## config.mk

```make
export PLATFORM = sky130hd
export DESIGN_NAME = trem_ctrl
export DESIGN_NICKNAME = d
export VERILOG_FILES = /design/src/rtl/trem_ctrl.sv
export SDC_FILE = /design/constraint.sdc
export NUM_CORES = 1
export LEC_CHECK = 0
export CORE_MARGIN = 3
export CORE_UTILIZATION = 45
export CTS_CLUSTER_SIZE = 25
export DETAILED_ROUTE_END_ITERATION = 6
export GPL_TIMING_DRIVEN = 0
export PLACE_DENSITY_LB_ADDON = 0.3
export SLEW_MARGIN = 20
export SYNTH_ARGS = -nofsm -noshare
export SYNTH_HDL_FRONTEND = slang
export SYNTH_SLANG_ARGS = --single-unit
```

## constraint.sdc

```tcl
create_clock -name clk_48 -period 1.6 [get_ports clk_48]
set_input_delay 0.4 -clock clk_48 [delete_from_list [all_inputs] [get_ports clk_48]]
set_output_delay 0.4 -clock clk_48 [all_outputs]
set_load 0.02 [all_outputs]
```

## src/rtl/trem_ctrl.sv

```systemverilog
// ---------------------------------------------------------------------------
// trem_ctrl -- tremolo LFO / gain controller
//
// Generates a triangle-wave gain word that sweeps between GAIN_MIN and
// GAIN_MAX, one unit per LFO step. The step period comes from a divider whose
// length is selected by a one-hot rate request. The current LFO value is
// latched into the gain output on every audio sample strobe.
//
// Parameters
//   DIV_BASE  clock cycles per LFO step at the slowest rate (>=16, /8 exact)
//   GAIN_MIN  trough gain (unsigned 8-bit, below GAIN_MAX)
//   GAIN_MAX  peak gain (255 = unity)
//
// Ports
//   clk_48      in   1  system clock, rising edge
//   rst_n       in   1  asynchronous active-low reset (release is synchronised)
//   en          in   1  tremolo enable (level)
//   options     in   4  one-hot rate request, 0001 slowest .. 1000 fastest
//   sample_stb  in   1  one-cycle pulse per new audio sample
//   gain        out  8  gain word, held between strobes
//   gain_vld    out  1  one-cycle pulse when gain was refreshed
//   rate_sel    out  4  one-hot rate currently applied
//   active      out  1  high whenever the controller is not idle
//
// Build option
//   TREM_CTRL_SOFTSTOP_EN  defined: dropping en ramps the LFO back up to
//                          GAIN_MAX (PARK) before going idle.
//                          undefined: dropping en snaps to GAIN_MAX and idles.
// ---------------------------------------------------------------------------
module trem_ctrl #(
  parameter int DIV_BASE = 48000,
  parameter int GAIN_MIN = 64,
  parameter int GAIN_MAX = 255
) (
  input  logic       clk_48,
  input  logic       rst_n,
  input  logic       en,
  input  logic [3:0] options,
  input  logic       sample_stb,
  output logic [7:0] gain,
  output logic       gain_vld,
  output logic [3:0] rate_sel,
  output logic       active
);

  localparam int CNT_W = $clog2(DIV_BASE);

  localparam logic [7:0] G_MIN    = 8'(GAIN_MIN);
  localparam logic [7:0] G_MAX    = 8'(GAIN_MAX);
  localparam logic [7:0] G_MIN_P1 = 8'(GAIN_MIN + 1);
  localparam logic [7:0] G_MAX_M1 = 8'(GAIN_MAX - 1);

  localparam logic [1:0] S_IDLE = 2'd0;
  localparam logic [1:0] S_DOWN = 2'd1;
  localparam logic [1:0] S_UP   = 2'd2;
`ifdef TREM_CTRL_SOFTSTOP_EN
  localparam logic [1:0] S_PARK = 2'd3;
`endif

  // Terminal count for the divider at a given one-hot rate.
  function automatic logic [CNT_W-1:0] period_m1(input logic [3:0] r);
    case (r)
      4'b0010: return CNT_W'((DIV_BASE >> 1) - 1);
      4'b0100: return CNT_W'((DIV_BASE >> 2) - 1);
      4'b1000: return CNT_W'((DIV_BASE >> 3) - 1);
      default: return CNT_W'(DIV_BASE - 1);
    endcase
  endfunction

  logic [1:0]       sync_q;
  logic             rst_int_n;
  logic [1:0]       state_q, state_d;
  logic [7:0]       lfo_q, lfo_d;
  logic [CNT_W-1:0] cnt_q, cnt_d;
  logic [3:0]       rate_q, rate_d;
  logic [7:0]       gain_q, gain_d;
  logic             vld_q, vld_d;
  logic             tick;
  logic             reach_max;
  logic             opt_onehot;
  logic             run;

  // Reset asserts immediately but releases two clock edges after rst_n
  // rises, so the first functional edge never coincides with the release.
  always_ff @(posedge clk_48 or negedge rst_n) begin
    if (!rst_n) sync_q <= 2'b00;
    else        sync_q <= {sync_q[0], 1'b1};
  end
  assign rst_int_n = sync_q[1];

  assign run        = (state_q != S_IDLE);
  assign tick       = run && (cnt_q == period_m1(rate_q));
  assign opt_onehot = (options != 4'b0000) && ((options & (options - 4'b0001)) == 4'b0000);

  always_comb begin
    state_d   = state_q;
    lfo_d     = lfo_q;
    rate_d    = rate_q;
    reach_max = 1'b0;
    cnt_d     = run ? (tick ? '0 : cnt_q + CNT_W'(1)) : '0;

    // The strobe always captures the LFO value from before any step this cycle.
    vld_d  = sample_stb;
    gain_d = sample_stb ? lfo_q : gain_q;

    case (state_q)
      S_IDLE: begin
        lfo_d = G_MAX;
        if (en) state_d = S_DOWN;
      end
      S_DOWN, S_UP: begin
        if (!en) begin
`ifdef TREM_CTRL_SOFTSTOP_EN
          state_d = S_PARK;
`else
          state_d = S_IDLE;
          lfo_d   = G_MAX;
`endif
        end else if (tick) begin
          if (state_q == S_DOWN) begin
            if (lfo_q <= G_MIN_P1) begin
              lfo_d   = G_MIN;
              state_d = S_UP;
            end else begin
              lfo_d = lfo_q - 8'd1;
            end
          end else begin
            // Compare with >= so a climb that starts at the peak cannot wrap.
            if (lfo_q >= G_MAX_M1) begin
              lfo_d     = G_MAX;
              state_d   = S_DOWN;
              reach_max = 1'b1;
            end else begin
              lfo_d = lfo_q + 8'd1;
            end
          end
        end
      end
`ifdef TREM_CTRL_SOFTSTOP_EN
      S_PARK: begin
        if (en) begin
          state_d = S_UP;
        end else if (lfo_q >= G_MAX) begin
          // Parked while already at the peak: nothing left to ramp.
          state_d = S_IDLE;
        end else if (tick) begin
          if (lfo_q >= G_MAX_M1) begin
            lfo_d     = G_MAX;
            state_d   = S_IDLE;
            reach_max = 1'b1;
          end else begin
            lfo_d = lfo_q + 8'd1;
          end
        end
      end
`endif
      default: begin
        state_d = S_IDLE;
        lfo_d   = G_MAX;
      end
    endcase

    // Rate changes only land at a waveform peak (or while idle) so the
    // triangle never changes slope mid-ramp; illegal requests are dropped.
    if (((state_q == S_IDLE) || reach_max) && opt_onehot) begin
      rate_d = options;
      cnt_d  = '0;
    end
  end

  always_ff @(posedge clk_48 or negedge rst_int_n) begin
    if (!rst_int_n) begin
      state_q <= S_IDLE;
      lfo_q   <= G_MAX;
      cnt_q   <= '0;
      rate_q  <= 4'b0001;
      gain_q  <= G_MAX;
      vld_q   <= 1'b0;
    end else begin
      state_q <= state_d;
      lfo_q   <= lfo_d;
      cnt_q   <= cnt_d;
      rate_q  <= rate_d;
      gain_q  <= gain_d;
      vld_q   <= vld_d;
    end
  end

  assign gain     = gain_q;
  assign gain_vld = vld_q;
  assign rate_sel = rate_q;
  assign active   = run;

endmodule

```

=== Word-level counts from Yosys, hierarchy flattened ===
Cells that the tools add are included.

* Logic and storage cells: 56
* Output and inout port bits: 14
* Input port bits: 8
* Register bits after elaboration: 41

* Bitwise operators: 1
* Add/subtract/negate cells: 4
* Eq/ne operators: 10
* Order comparisons: 2
* Mux-type cells: 22
* Reduce and logical (&&, ||, !) cells: 10

{| class="wikitable"
|+ Operator list
! operator !! number
|-
| $mux 16 || 3
|-
| $mux 8 || 6
|-
| $pmux 16 s3 || 1
|-
| $add 16x1->16 const B || 1
|-
| $eq 16x16->1 || 1
|-
| $mux 2 || 6
|-
| $add 8x1->8 const B || 1
|-
| $ge 8x8->1 const B || 1
|-
| $le 8x7->1 const B || 1
|-
| $ne 4x4->1 const B || 2
|-
| $sub 8x1->8 const B || 1
|-
| $mux 1 || 5
|-
| $and 4x4->4 || 1
|-
| $eq 4x2->1 const B || 1
|-
| $eq 4x3->1 const B || 1
|-
| $eq 4x4->1 const B || 1
|-
| $logic_not 4->1 || 1
|-
| $pmux 2 s2 || 1
|-
| $reduce_and 4->1 || 1
|-
| $reduce_bool 4->1 || 1
|-
| $sub 4x1->4 const B || 1
|-
| $logic_and 1x1->1 || 3
|-
| $ne 3x3->1 const B || 1
|-
| $eq 2x1->1 const B || 1
|-
| other kinds (6) || 6
|}

=== Longest topological paths before layout ===
Gate-level depths: netlist of the first run.

* Depth after elaboration: 10
* Depth in mapped cells: 9
* Gate-level depth less buffers: 8

=== Worst setup path after synthesis of the first run ===
OpenSTA, ideal clock, no wires.

* Path kind: register to register
* From: register rate_q[3] (netlist: rate_sel[3])
* To: register rate_q[0] (netlist: rate_sel[0])
* Data required time: 1.525 ns
* Setup time: 0.075 ns
* Cell stages (with the launch flop): 8
* Arrival: 2.356 ns
* Period minus slack after synthesis: 2.430 ns
* Path buffers: 1
* Setup slack: -0.830 ns
* Cells stage by stage: dfrtp_1 -> buf_2 -> or3b_1 -> or4b_1 -> and4_1 -> or3_1 -> or3_1 -> o211ai_2

* Longest elaborated chain between the ends: 9
* Elaborated cells between the ends (all ways): 11
* Those cells by class: eq/ne (4); mux (4); reduce/logical (3)

{| class="wikitable"
|+ RTL lines
! element !! RTL line !! text
|-
| start: declaration || 75 || <nowiki>logic [3:0] rate_q, rate_d;</nowiki>
|-
| start signal: assignment || 183 || <nowiki>rate_q <= rate_d;</nowiki>
|-
| $eq 4x4->1, or another cell as far along || 62 || <nowiki>case (r)</nowiki>
|-
| $pmux 16 s3 (*) || 62 ||
|-
| $eq 16x16->1 (*) || 92 || <nowiki>assign tick = run && (cnt_q == period_m1(rate_q));</nowiki>
|-
| $logic_and 1x1->1 (*) || 92 ||
|-
| $mux 1 (*) || 119 || <nowiki>end else if (tick) begin</nowiki>
|-
| $mux 1 (*) || 112 || <nowiki>if (!en) begin</nowiki>
|-
| $mux 1 (*) || 106 || <nowiki>case (state_q)</nowiki>
|-
| $logic_or 1x1->1 (*) || 165 || <nowiki>if (((state_q == S_IDLE) || reach_max) && opt_onehot) begin</nowiki>
|-
| $logic_and 1x1->1 (*) || 165 ||
|}

Every way passes the cells marked *; elsewhere a longest branch is shown, timed or not.
A chain may end at the register's enable or synchronous reset.

=== Worst setup path after layout of the first run ===
* From: register state_q[0]
* To: register rate_q[3] (netlist: rate_sel[3])

* Longest elaborated chain between the ends: 7
* Elaborated cells between the ends (all ways): 12
* Those cells by class: eq/ne (2); mux (4); reduce/logical (6)

{| class="wikitable"
|+ RTL lines
! element !! RTL line !! text
|-
| start: declaration || 72 || <nowiki>logic [1:0] state_q, state_d;</nowiki>
|-
| start signal: assignment || 180 || <nowiki>state_q <= state_d;</nowiki>
|-
| $eq 2x1->1 or $reduce_bool 2->1 (tied branches) || 106, 120, 91 ||
|-
| $mux 1 or $logic_and 1x1->1 (tied branches) || 120, 92 ||
|-
| $mux 1 || 119 ||
|-
| $mux 1 || 112 ||
|-
| $mux 1 || 106 ||
|-
| $logic_or 1x1->1 (*) || 165 ||
|-
| $logic_and 1x1->1 (*) || 165 ||
|}

Marked as above.

==> run summary, run 1 <==
The run finished, with violations left. The final reports fail on negative setup slack. The final HPWL from detailed placement is 5200 um. The clock period minus worst slack came out at 2.47 ns. In the layout the commonest cells are buf_4 (34), dfrtp_1 (21), nand3_1 (20), nor3_1 (20), dfstp_2 (17). The post-detailed-route wirelength per cell is 18.3 um. Counting distinct cell types in the post-synthesis netlist gives 61. The critical path required time is 1.78 ns.

The post-synthesis cell type with the largest combined area is dfrtp_1. The core area came out at 6100 um^2. The later-pin clock latency in the skew report came out at 0.30 ns. IR analysis of the VDD net gives a maximum drop of 0.000723 V. In this run the cell area of the synthesized design comes to 2930 um^2.

The worst setup path is launched from a register. Sorting the synthesized cells by area gives the leading types as dfrtp_1 (20%), dfstp_2 (15%), nand3_1 (3.8%), nor3_1 (3.8%), xor2_1 (3.6%). The maximum fanout along the worst path is 5.

The horizontal die dimension came out at 86.7 um. The ratio of total power to cell area came out at 1180 nW/um^2. The cell-internal power came out at 2880 uW. The global-route track usage on met3 came out at 0.0551.

The clock arrives with 0.00827 ns of skew. The synthesized netlist cell count is 331. The most critical setup path has its startpoint at state_q[0]$_DFFE_PN0P_. The post-route core utilization came out at 0.661.

The number of placed instances, taps included is 427. The net count of the mapped netlist is 347. The synthesized-area fraction occupied by and/or/nand/nor cells came out at 0.261. The worst hold margin came out at 0.232 ns. The total length of routed wires is 8640 um. The number of antenna violations at the first check in global routing came out at 0. The critical path is of the reg -> reg type.

For this run, the total global-route usage over all layers was measured as 0.231. The maximum buffer depth of the clock tree is 2. In this run, CTS created clock tree buffers numbering 5. The relative area change from synthesis to final layout came out at 37.4%. For this run, the number of standard cells in the final layout without fillers is 471. The weighted congestion reported at the end of routability-driven placement came out at 0.909. The power share of the sequential group is 0.304. The fraction of final layout cells sized beyond drive strength 1 is 0.346. The Yosys warning count came out at 0. The primary flip-flop cell chosen by synthesis mapping is dfrtp_1. The final critical-path share of the clock period came out at 1.54. The via count of the first global-routing pass came to 2844. The root buffer cell chosen for the clock tree is clkbuf_8. The adder-cell share of the synthesized area is 0.0341.

The share of total power in the clock network came out at 0.211. The compound-gate portion of the synthesized area is 0.170. The fmax is 405 MHz. For this design, the sink count on the clock tree is 41. The analysis attributes to cell leakage a power of 0.00162 uW. The routing layer with the top usage in global route is met2. The number of buffers added on ports came out at 20.

The global-route congestion overflow total came out at 0. The number of pins exceeding their max-slew limit in the final report came out at 0. The synthesized area per cell is 8.86 um^2. The number of hold-slack violations in the final timing report was 0. The top-level port count came out at 22.

The worst path setup slack after routing is -0.870 ns. TritonCTS built the clock tree. For met1 alone, demand over resource in global routing was 0.297.

The number of register bits inferred by synthesis is 41. The reported net switching power is 1860 uW. The startpoint identified for the worst register-to-register timing path is state_q[0]$_DFFE_PN0P_. The number of DRC markers after the initial detailed-route iteration came out at 347. The area enclosed by the die boundary came out at 7520 um^2. The number of placement rows came out at 28.

Measured against the total synthesized area, the mux share comes to 0.0482. The number of design rule violations left after detail routing is 0. The worst setup timing slack at the placement stage is -1.13 ns. The portion of total power attributed to combinational logic came out at 0.486. Yosys mapped a number of flops with a built-in enable equal to 0. The number of diodes came out at 0. The height of the chip came out at 86.7 um. The count of max-cap constraint violations is 0.

The switching share of power came out at 0.393. Leaving out fill and tap cells, the most frequent cell in the layout is buf_4. The wire length of the first global-routing pass came out at 13800 um. The number of H-tree levels is 2. The share of the synthesized area in the top cell type is 0.205. The fraction of the yosys area taken by sequential cells came out at 0.357. At the end of the flow, the number of nets in the layout was 411. The pin count of the biggest net entering global routing is 21. The type of the most critical hold path is reg -> async. The detail route stage leaves a number of antenna-violating nets equal to 0.

The max-slew headroom at the worst pin came out at 0.655. The arrival time at the worst endpoint came out at 2.65 ns. The number of setup violations in the final report came out at 32. The async set-or-reset flop fraction in the synthesized netlist is 1.00. For this run, global-route usage on met2 was measured as 0.377. At the pin with the least slew margin, the transition time is 0.517 ns. The post-synthesis xor/xnor area fraction came out at 0.0687. The total number of vias came out at 2951. The starting density of the core came out at 0.481. The clock transition time at the flip-flop clock pins of the worst setup and hold paths came out at 0.08 ns. The dominant combinational cell family by area after synthesis is simple AND/OR/NAND/NOR gates. The sum of negative setup slack is -22.16 ns.

Setup repair after global routing could not meet its margin everywhere. The length of the first detailed-routing pass in iterations is 5. The via density per instance is 6.27. The worst setup path is captured at a register.
## kinds of logic (layout without fill, tap and decap cells)
kind of cell             count (synthesis)  after routing
multiplexers                            13             13
XOR/XNOR                                23             23
AO/OA/AOI/OAI                           69             69
adder cells (fa/ha/maj)                  8              8
buffers and inverters                   42            107
flip-flops                              41             41
AND/OR/NAND/NOR                        134            134
other                                    1              1
## layer usage
layer	up-vias	routed length, um
li1	1357	-
met1	1437	3690
met2	137	4140
met3	20	625
met4	0	174
met5	-	0
## per-stage QoR
stage / instance area [um^2] / power [uW]
final: 4030 / 4740
after global routing: 4030 / 4970
after CTS: 3850 / 4500
after detailed placement: 3320 / 3150
after global placement: 3290 / 3100
after floorplan: 2990 / 2640
## synthesized netlist by cell type (9+ instances only)
cell type,n
mux2_2,9
dfstp_2,17
dfrtp_1,24
inv_1,15
and3_1,11
nand3_1,22
o21ai_0,16
clkbuf_1,15
xor2_1,12
xnor2_1,11
nor3_1,22
nand2_1,16
nor2_1,17
## final timing paths
check	depth (start not counted)	endpoint	slack [ns]
setup / recovery	7	rate_sel[3]$_DFFE_PN0P_	-0.87
hold / removal	0	rate_sel[1]$_DFFE_PN0P_	0.23
setup reg to reg	7	rate_sel[3]$_DFFE_PN0P_	-0.87
hold reg to reg	0	rate_sel[1]$_DFFE_PN0P_	0.23
max in group asynchronous	1	lfo_q[0]$_DFFE_PN1P_	0.83
min in group clk_48	0	sync_q[1]$_DFF_PN0_	0.36
## worst max-delay path, stage by stage, from the launching register on
cell and delay [ns]:
dfrtp_1 0.43, ha_2 0.25, nand3b_1 0.21, or4_4 0.56, nor4_4 0.26, and3_4 0.24, a211oi_1 0.09, a311o_1 0.31
## power groups by stage
| stage | sequential (uW) | combinational, uW | clock [uW] |
|---|---|---|---|
| 2_1_floorplan | 1440 | 1190 | 0 |
| 3_3_place_gp | 1380 | 1720 | 0 |
| 3_5_place_dp | 1380 | 1760 | 0 |
| 4_1_cts | 1400 | 2080 | 1020 |
| 5_1_grt | 1460 | 2450 | 1060 |
| 6_report | 1440 | 2300 | 999 |
## sequential cells by signal, summed over array words and instances, names as in the netlist
name / count
lfo_q: 8
sync_q: 2
state_q: 2
rate_sel: 4
cnt_q: 16
gain_vld: 1
gain: 8
## what timing repair did
| item | in CTS | in global routing |
|---|---|---|
| buffers inserted | 25 | 13 |
| endpoints found under the setup margin | 44 | 32 |
| gates resized for setup | 72 | 22 |
| cloned | 1 | 0 |
| hold buffers | 0 | 0 |
| pin swaps | 12 | 13 |
## layout make-up
type                       count  area, um^2
multi-input combinational    248        2010
buffer                        24         145
fill                         453        2070
tap                           75        93.8
sequential                    41        1050
timing repair buffer          60         534
clock buffer                   5        68.8
clock inverter                 3        65.1
inverter                      15        61.3
(Power assumes the default switching activity.)
==> inputs of run 2 (changes only) <==
- SLEW_MARGIN: 20 -> 25
==> results of run 2 <==
The final DEF is identical to that of run 1; final timing and power are the same.
==> RTL edit 1 (flow settings as in run 2) <==
Set the parameter `DIV_BASE` to 96000 (it was 48000).
--- a/src/rtl/trem_ctrl.sv
+++ b/src/rtl/trem_ctrl.sv
@@ -28,7 +28,7 @@
 //                          undefined: dropping en snaps to GAIN_MAX and idles.
 // ---------------------------------------------------------------------------
 module trem_ctrl #(
-  parameter int DIV_BASE = 48000,
+  parameter int DIV_BASE = 96000,
   parameter int GAIN_MIN = 64,
   parameter int GAIN_MAX = 255
 ) (
Formal check against the unedited RTL: same outputs for any inputs over 10 cycles, from zero or initial values and one cycle with rst_n low; that may be too few to reach the edited logic, so the function may still have changed.
==> RTL edit 1 against run 2 <==
- the run still ends with negative setup slack left
- area after synthesis down 5.2%
- total power down 18%
- final cell count down 8.9%
- routed wire length down 24%
- clock power down 32%
- setup slack better by 0.19 ns
- via count down 17%
- sequential cell count up 1
- design area down 11%
==> RTL edit 1: results (changes against run 2) <==
[sta]
worst_slack_ns = -0.676  ; +0.194 ns
hold_ws_ns = 0.152  ; -0.0799 ns
setup_viol = 32  ; unchanged
fin_skew_ns = 0.0129  ; +0.00461 ns

[placement]
dp_cells = 400  ; -6.3%

[setup_path]
r2r_start = rate_sel[1]
critPathSlowestCell = dfrtp_1
critPathMaxStageDelay_ns = 0.39  ; -0.17 ns

[synthesis]
syn_nets = 319  ; -8.1%
synth_compound_gate_area_share = 0.153  ; -0.0164
yosys-top-cells-count = nor2_1, dfrtp_1, clkbuf_1, nand2_1
synth.distinct_cells = 62  ; +1.6%
syn_avg_cell_area_um2 = 9.18  ; +3.6%
synthMuxAreaShare = 0.0473  ; -0.000974

[status]
status = complete, but fails checks
violations = negative setup slack

[grt]
grt_use_total = 0.193  ; -0.0383
grt_max_degree = 30  ; +43%
grt_pass1_wl_mm = 11.2  ; -19%

[drt]
vias = 2459  ; -17%
wirelength_mm = 6.60  ; -24%

[cells_and_area]
drive_above_1_share = 0.291  ; -0.0550

[pwr]
p_leak_nw = 1.38  ; -15%
switchingPower_mw = 1.50  ; -20%
peakVddDrop_mv = 0.831  ; +15%

## RTL edit 1: cell types whose count changed after synthesis, sizes merged, moves of 4 or more
cell,before,now
nor2,17,28
nor4b,4,8
xnor2,11,6
xor2,12,16
or4,7,3
o21ai,16,11
buf,12,4
nand3,22,17
nor3,22,7
a211oi,4,0
nand4,5,9
and3,11,6
## RTL edit 1: power by group through the flow
stage,Sequential (mW),Combinational [mW],Clock [mW]
after global routing,1.30,2.09,0.765
after global placement,1.33,1.26,0
after floorplan,1.36,0.863,0
after detailed placement,1.33,1.29,0
after CTS,1.28,1.82,0.715
final,1.28,1.93,0.684
## RTL edit 1: repair_timing
action / CTS / global route
gates resized for setup: 61 / 16
gates cloned: 1 / 0
endpoints found under the setup margin: 45 / 37
pin swaps: 14 / 5
setup buffers: 18 / 5
## RTL edit 1: cells by family (layout without fill, tap and decap cells)
family	after synthesis	after routing
DFF	42	42
other	1	1
xor gates and xnor gates	22	22
AOI/OAI and AO/OA	60	60
muxes	12	12
adders and majority gates	8	8
and+or+nand+nor	121	121
buffers and inverters	37	88
## RTL edit 1: cell type report
cell class | instances | area (um^2)
fill | 511 | 2390
multi-input combinational | 224 | 1700
sequential | 42 | 1080
timing repair buffer | 46 | 429
buffer | 19 | 109
tap | 75 | 93.8
clock buffer | 6 | 72.6
inverter | 15 | 68.8
clock inverter | 2 | 13.8
## RTL edit 1: critical path, delay by kind of cell (launching register included)
family | cells | cell delay, ns
AND/OR/NAND/NOR | 5 | 1.01
buffers and inverters | 3 | 0.49
flip-flops | 1 | 0.39
AO/OA/AOI/OAI | 1 | 0.31
## RTL edit 1: per-layer routing
layer  track usage  part of all wire  vias up
met1         0.268              0.48     1193
met2         0.298              0.47       54
met4        0.0734             0.017        0
met5             0                 0        -
met3        0.0343             0.038        9
li1              -                 -     1203
==> RTL edit 2 (settings of run 2) <==
Without the edit above. Register the output `gain` once more; this adds one clock of latency there. The other outputs are not delayed to match. Comments in the files are not updated.
--- a/src/rtl/trem_ctrl.sv
+++ b/src/rtl/trem_ctrl.sv
@@ -186,7 +186,9 @@
     end
   end
 
-  assign gain     = gain_q;
+  always_ff @(posedge clk_48) begin
+    gain <= gain_q;
+  end
   assign gain_vld = vld_q;
   assign rate_sel = rate_q;
   assign active   = run;
Function: same outputs for any inputs over 10 cycles, from zero or initial values and one cycle with rst_n low; that may be too few to reach the edited logic, so the function may still have changed.
==> RTL edit 2 against run 2 <==
- the flow still finishes with violations (negative setup slack)
- design area decreased by 6.2%
- area after synthesis up 2.6%
- sequential cell count grew 8
- hold slack got worse by 0.048 ns
- total power decreased by 13%
- synthesized cell count decreased by 0.30%
- routed wire length shrank 14%
- setup slack improved by 0.10 ns
- critical endpoint is now cnt_q[12]
- highest routed layer unchanged
==> RTL edit 2: results (changes against run 2) <==
[drt]
wl_per_cell_um = 16.7  ; -9.1%
drt_iter0_markers = 165  ; -52%
vias = 2660  ; -9.9%
wirelength_mm = 7.45  ; -14%
dr.pass1.iters = 5  ; unchanged
wl_met2_mm = 3.69  ; -11%
drt-met1-wl_mm = 3.36  ; -9.1%
drc = 0  ; unchanged
dr_wl_met3_um = 301  ; -52%

[synthesis]
syn_nets = 346  ; -0.29%
async_flop_share = 0.837  ; -0.163
synth.distinct_cells = 64  ; +4.9%
yosysSeqAreaShare = 0.401  ; +0.0440
yosys-top-cells-count = nor2_1, dfrtp_1, nand3_1
synth_area_leaders = dfrtp_1, dfstp_2, dfxtp_1
netlist_instances = 330  ; -0.30%

[pwr]
comb_power_share = 0.437  ; -0.049
pwr-share-seq = 0.356  ; +0.052
peakVddDrop_mv = 0.709  ; -2.0%
p_leak_nw = 1.46  ; -10%
p_int_mw = 2.53  ; -12%

[setup_path]
crit_arrival_ns = 2.57  ; -0.08 ns
crit_end = cnt_q[12]
r2r_start = rate_sel[2]
worstRegToRegCells = 9  ; +2
critPathSlowestCell = or4_1
start_kind = register
critPathMaxStageDelay_ns = 0.50  ; -0.06 ns
crit_fanout = 10  ; +5
crit_family = simple AND/OR/NAND/NOR gates

[placement]
dp_cells = 429  ; +0.47%
io_buffer_count = 21  ; +5.0%
gp_congestion = 0.831  ; -8.6%
postPlaceCellArea_um2 = 3450  ; +4.2%
place_ws_ns = -0.958  ; +0.168 ns
hpwl_mm = 5.01  ; -3.5%

[sta]
fin_skew_ns = 0.00831  ; +0.0000447 ns
hold_ws_ns = 0.184  ; -0.0480 ns
worst_slack_ns = -0.766  ; +0.104 ns
slew_headroom = 0.578  ; -0.0772
setup_viol = 30  ; -6.3%
tns_ns = -21.11  ; +1.06 ns

[grt]
first_global_vias = 2524  ; -11%
grt_max_degree = 26  ; +24%
met1_usage = 0.265  ; -0.0326
grt_pass1_wl_mm = 12.1  ; -13%
use_met3 = 0.0329  ; -0.0222
met2_usage = 0.335  ; -0.0420
grt_use_total = 0.198  ; -0.0330

[cells_and_area]
fillCellCount = 574  ; +27%
nets = 385  ; -6.3%
drive_above_1_share = 0.286  ; -0.0595

[clocking]
postCtsSetupBuffers = 5  ; -80%
cts_resized = 38  ; -47%
clk_pin_slew_ns = 0.10  ; +0.02 ns

[status]
violations = negative setup slack
status = complete, but fails checks

RTL edit 2: cell families after synthesis:
kind of cell	after synthesis	share of synthesized area
flip-flops	49	0.401
XOR/XNOR	21	0.0611
adder cells (fa/ha/maj)	8	0.0333
multiplexers	12	0.0449
AO/OA/AOI/OAI	65	0.163
other	1	0.00125
buffers and inverters	38	0.0565
AND/OR/NAND/NOR	136	0.239
RTL edit 2: cell type report:
| cell class | instances | area, um^2 | area share |
|---|---|---|---|
| timing repair buffer | 34 | 308 | 0.0814 |
| sequential | 49 | 1210 | 0.321 |
| clock inverter | 2 | 16.3 | 0.00430 |
| multi-input combinational | 243 | 1850 | 0.488 |
| buffer | 23 | 154 | 0.0407 |
| tap | 77 | 96.3 | 0.0255 |
| clock buffer | 6 | 93.8 | 0.0248 |
| inverter | 13 | 53.8 | 0.0142 |
